<file path="config.mk">
export PLATFORM = sky130hd
export DESIGN_NAME = wb_port_arbiter
export DESIGN_NICKNAME = d
export VERILOG_FILES = /design/src/rtl/wb_port_arbiter.sv
export SDC_FILE = /design/constraint.sdc
export NUM_CORES = 1
export LEC_CHECK = 0
export BUFFER_PORTS_ARGS = -buffer_cell sky130_fd_sc_hd__buf_4
export CAP_MARGIN = 20
export CORE_ASPECT_RATIO = 0.6
export CORE_UTILIZATION = 45
export CTS_CLUSTER_DIAMETER = 60
export CTS_CLUSTER_SIZE = 24
export DETAILED_ROUTE_END_ITERATION = 8
export PLACE_DENSITY = 0.77
export RECOVER_POWER = 100
export SETUP_SLACK_MARGIN = 0.15
export SYNTH_ARGS = -nofsm -noshare
export SYNTH_HDL_FRONTEND = slang
export SYNTH_SLANG_ARGS = --single-unit
</file>
<file path="constraint.sdc">
create_clock -name clk -period 1.5 [get_ports clk]
set_input_delay 0.075 -clock clk [delete_from_list [all_inputs] [get_ports clk]]
set_output_delay 0.075 -clock clk [all_outputs]
set_load 0.01 [all_outputs]
</file>
<file path="src/rtl/wb_port_arbiter.sv">
// wb_port_arbiter: register-file write-port arbiter (ALU vs load) with a pending-write scoreboard and decode stall
//   clk, rst (async, active-low)
//   alu_valid/alu_rd/alu_data -> alu_ready ; mem_valid/mem_rd/mem_data -> mem_ready
//   iss_valid/iss_rd mark a destination pending ; rs1/rs2 -> stall
//   rd_we/writeReg/writeData : registered register-file write
//   `define WB_FWD_EN adds fwd1_hit/fwd2_hit/fwd_data and lets a hit bypass the stall
module wb_port_arbiter #(
    parameter int STARVE_LIMIT = 3,
    parameter int NUM_REGS = 32
) (
    input  logic        clk,
    input  logic        rst,
    input  logic        alu_valid,
    input  logic [4:0]  alu_rd,
    input  logic [31:0] alu_data,
    output logic        alu_ready,
    input  logic        mem_valid,
    input  logic [4:0]  mem_rd,
    input  logic [31:0] mem_data,
    output logic        mem_ready,
    input  logic        iss_valid,
    input  logic [4:0]  iss_rd,
    input  logic [4:0]  rs1,
    input  logic [4:0]  rs2,
    output logic        stall,
`ifdef WB_FWD_EN
    output logic        fwd1_hit,
    output logic        fwd2_hit,
    output logic [31:0] fwd_data,
`endif
    output logic        rd_we,
    output logic [4:0]  writeReg,
    output logic [31:0] writeData
);
    localparam logic [3:0] LIM = 4'(STARVE_LIMIT);
    logic [3:0] starve_cnt;
    logic [NUM_REGS-1:0] pending, set_mask, clr_mask;
    logic grant, hit1, hit2;
    logic [4:0] win_rd;
    logic [31:0] win_data;
    // the ALU only loses to a competing load until it has lost LIM times in a row
    assign alu_ready = rst && alu_valid && (!mem_valid || starve_cnt == LIM);
    assign mem_ready = rst && mem_valid && !alu_ready;
    assign grant = alu_ready || mem_ready;
    assign win_rd = alu_ready ? alu_rd : mem_rd;
    assign win_data = alu_ready ? alu_data : mem_data;
    assign set_mask = (iss_valid && iss_rd != 5'd0) ? NUM_REGS'(1) << iss_rd : '0;
    assign clr_mask = rd_we ? NUM_REGS'(1) << writeReg : '0;
`ifdef WB_FWD_EN
    assign hit1 = rd_we && writeReg == rs1 && rs1 != 5'd0;
    assign hit2 = rd_we && writeReg == rs2 && rs2 != 5'd0;
    assign fwd1_hit = hit1;
    assign fwd2_hit = hit2;
    assign fwd_data = writeData;
`else
    assign hit1 = 1'b0;
    assign hit2 = 1'b0;
`endif
    assign stall = (rs1 != 5'd0 && pending[rs1] && !hit1) || (rs2 != 5'd0 && pending[rs2] && !hit2);
    always_ff @(posedge clk or negedge rst) begin
        if (!rst) begin
            starve_cnt <= '0;
            rd_we <= 1'b0;
            writeReg <= '0;
            writeData <= '0;
            pending <= '0;
        end else begin
            starve_cnt <= (!alu_valid || alu_ready) ? '0 : (mem_ready && starve_cnt != LIM) ? starve_cnt + 4'd1 : starve_cnt;
            rd_we <= grant && win_rd != 5'd0;
            if (grant) begin
                writeReg <= win_rd;
                writeData <= win_data;
            end
            // set is applied after clear so a same-edge reissue keeps the register pending
            pending <= ((pending & ~clr_mask) | set_mask) & ~NUM_REGS'(1);
        end
    end
endmodule

</file>
==> out/results.txt <==
number of flops mapped to enable cells by yosys: 0
status: complete, but fails checks
post-route DRC violation count: 48
Hold Violations, Final: 0
number of max-cap violations: 0
fin. max-slew vios: 0
Clk Latency, worst-skew pair: 0.34 ns
Synth area leaders: dfrtp_1 (49%), a222oi_1 (8.6%), o21ai_0 (8.2%), mux4_2 (4.8%), inv_1 (3.5%)
Synth top area share: 49.13%
Psw: 2.478 mW
Ports: 135
drt wl/cell: 25.29 µm
Synth Area in XOR/XNOR: 0.7066%
Mapped Cells: 352
Critical Path End Type: output pin
via count: 4,628
Core Area: 0.007945 mm²
global route overflow: 0
Worst Slack Setup Final: -0.6585 ns
min cycle time layout: 2.159 ns
cell row count: 25
slew margin rel.: 32.73%
antenna-violating nets left: 0
GRT Resource Usage Total: 39.56%
antenna violations before repair: 0
Reg2Reg Capture Point: writeReg[4]$_DFFE_PN0P_
FF-to-FF path depth: 10
failing checks: design-rule violations, negative setup slack
layout cells sized above 1: 38.06%
DR iter-0 viols: 975
worst path required time: 1.42 ns
setup violators final: 56
final WL: 18,080 µm
Unique masters post-synth: 40
combinational share of power: 32.0%
post-synthesis compound-gate area fraction: 21.43%
CTS Buffer Depth: 2
critical path launch point: pending[11]$_DFF_PN0_
area leader, netlist: dfrtp_1
mux share of post-synthesis cell area: 11.20%
mapped cell area: 0.003719 mm²
R2R Setup Slk: -0.36 ns
fin crit share: 143.9%
Simple-Gate Fraction of Synth Area: 10.90%
worst ir drop on vdd: 0.0007872 V
Post-synth ARST share: 100.0%
Yosys reg bits: 73
CP Launch Type: flop
clock root buffer: clkbuf_16
Max Fanout on Critical Path: 3
die extent in x: 119.4 µm
CP endpoint: stall
Worst-Margin Slew: 1.009 ns
iteration count of the initial detailed-routing pass: 9
Inserted Clock Buffers: 9
final core utilization: 80.98%
Layout area overhead: 73.01%
Layout Skew: 0.009927 ns
Int Power: 5.142 mW
RSZ-0062 raised after global routing: true
antenna diode count: 0
Worst-path clk slew: 0.06 ns
CTS tree: yes
ys flop type: dfrtp_1
DIE HEIGHT: 72.42 µm
Pleak: 2.864 nW
Initial Utilization: 46.80%
Syn. warnings: 0
Placement Setup Slack: -0.1962 ns
H-tree depth: 3
power per cell area: 1184 mW/mm²
PortBufs: 134
Final Wtd Congestion: 0.9556
syn_area_per_cell: 10.56 µm²
sw frac: 32.52%
Final nets: 698
commonest non-fill, non-tap cell in the layout: buf_4
arrival time worst endpoint: 2.08 ns
part of the power in registers: 37.2%
largest family of logic cells by synthesized area: compound AO/OA/AOI/OAI gates
clock power share: 30.8%
register area share after synthesis: 49.13%
synthesized net count: 447
hpwl dp: 8908 µm
first-pass GRT wire length: 25,100 µm
sink count of the clock tree: 73
routed vias/inst: 6.473
vias in the first global route: 4,594
Hold Path Class: in -> reg
R2R Path Start: starve_cnt[2]$_DFFE_PN0P_
highest clock rate: 0.4633 GHz
Setup CP Type: reg -> out
largest net degree at the start of global routing: 41
Die Area: 0.008643 mm²
fillers: 422
Post-Synth Adder-Cell Area: 0.3365%
most frequent cells in the layout: buf_4 (137), dfrtp_1 (71), dlygate4sd3_1 (59)
## worst max-delay path, cell delays in order, from the launching register on
cell and delay (ns):
dfrtp_1 0.47, mux4_2 0.51, mux2i_2 0.19, nor3b_1 0.07
a311oi_1 0.21, nand4_1 0.13, buf_4 0.16
## layer usage
| metal | wire length (µm) | vias to the layer above | GRT usage [%] |
|---|---|---|---|
| met5 | 0 | - | 0 |
| met4 | 1128 | 0 | 21.94 |
| met3 | 2551 | 149 | 15.33 |
| met2 | 8057 | 480 | 64.73 |
| met1 | 6342 | 2158 | 45.46 |
| li1 | - | 1841 | - |
## area by class of cell
cell class	count	area, µm²	share of cell area [%]
repair buffers	263	2201	34.21
flip-flops and latches	73	1829	28.43
multi-input cells	221	1818	28.26
clock buffers	10	239.0	3.715
well taps	108	135.1	2.100
inverters	35	131.4	2.042
clock inverters	5	80.08	1.245
## power groups by stage
stage                     Combinational, mW  Sequential [mW]  Clock (mW)
after detailed placement               1.91             2.75           0
after CTS                              2.16             2.73        2.32
after global routing                   2.54             2.85        2.42
final                                  2.44             2.84        2.35
after global placement                 1.87             2.71           0
after floorplan                       0.907             2.72           0
## Yosys cell counts (8+ instances only)
master	number
nand2_1	19
inv_1	35
a222oi_1	32
dfrtp_1	73
mux2i_1	9
clkbuf_1	17
nand2b_1	11
nor2_1	10
or2_2	8
o21ai_0	61
mux4_2	8
o31ai_1	8
## sequential cells by signal, indices dropped and copies added (netlist names)
name,count
pending,31
rd_we,1
starve_cnt,4
writeData,32
writeReg,5
## worst min-delay path by stage
stage	cells after the start	from	to	slack [ns]
floorplan	0	rst	pending[10]$_DFF_PN0_	-0.22
detailed placement	1	rst	writeData[18]$_DFFE_PN0P_	-0.08
global placement	1	rst	writeData[26]$_DFFE_PN0P_	-0.08
finish	3	mem_data[2]	writeData[2]$_DFFE_PN0P_	0.01
CTS	3	alu_data[3]	writeData[3]$_DFFE_PN0P_	0.005
global route	3	alu_data[3]	writeData[3]$_DFFE_PN0P_	0.02
## per-stage QoR
step                      setup TNS [ns]  area, µm²  power [mW]  hold WS [ns]  cells
after global routing              -12.16       6434       7.820       0.01527    715
after CTS                         -6.847       6329       7.215      0.004922    701
after global placement           -0.1761       5084       4.587      -0.07994    606
after detailed placement         -0.2119       5084       4.664      -0.07768    606
final                             -9.072       6434       7.620       0.01387    715
after floorplan                        0       3784       3.626       -0.2206    352
## timing repair
action | 4_1_cts | 5_1_grt
setup endpoints to repair | 53 | 106
cloned | 5 | 1
pin swaps | 15 | 19
setup buffers | 16 | 12
hold endpoints to repair | 73 | 9
hold buffers | 59 | 1
resized for setup | 25 | 77
## logic make-up after synthesis
| kind of cell | Yosys count |
|---|---|
| and+or+nand+nor | 75 |
| muxes | 26 |
| adders and majority gates | 1 |
| AOI/OAI and AO/OA | 116 |
| xor gates and xnor gates | 3 |
| buffers and inverters | 58 |
| DFF | 73 |
Note: power is estimated with default switching activity, not from simulation.
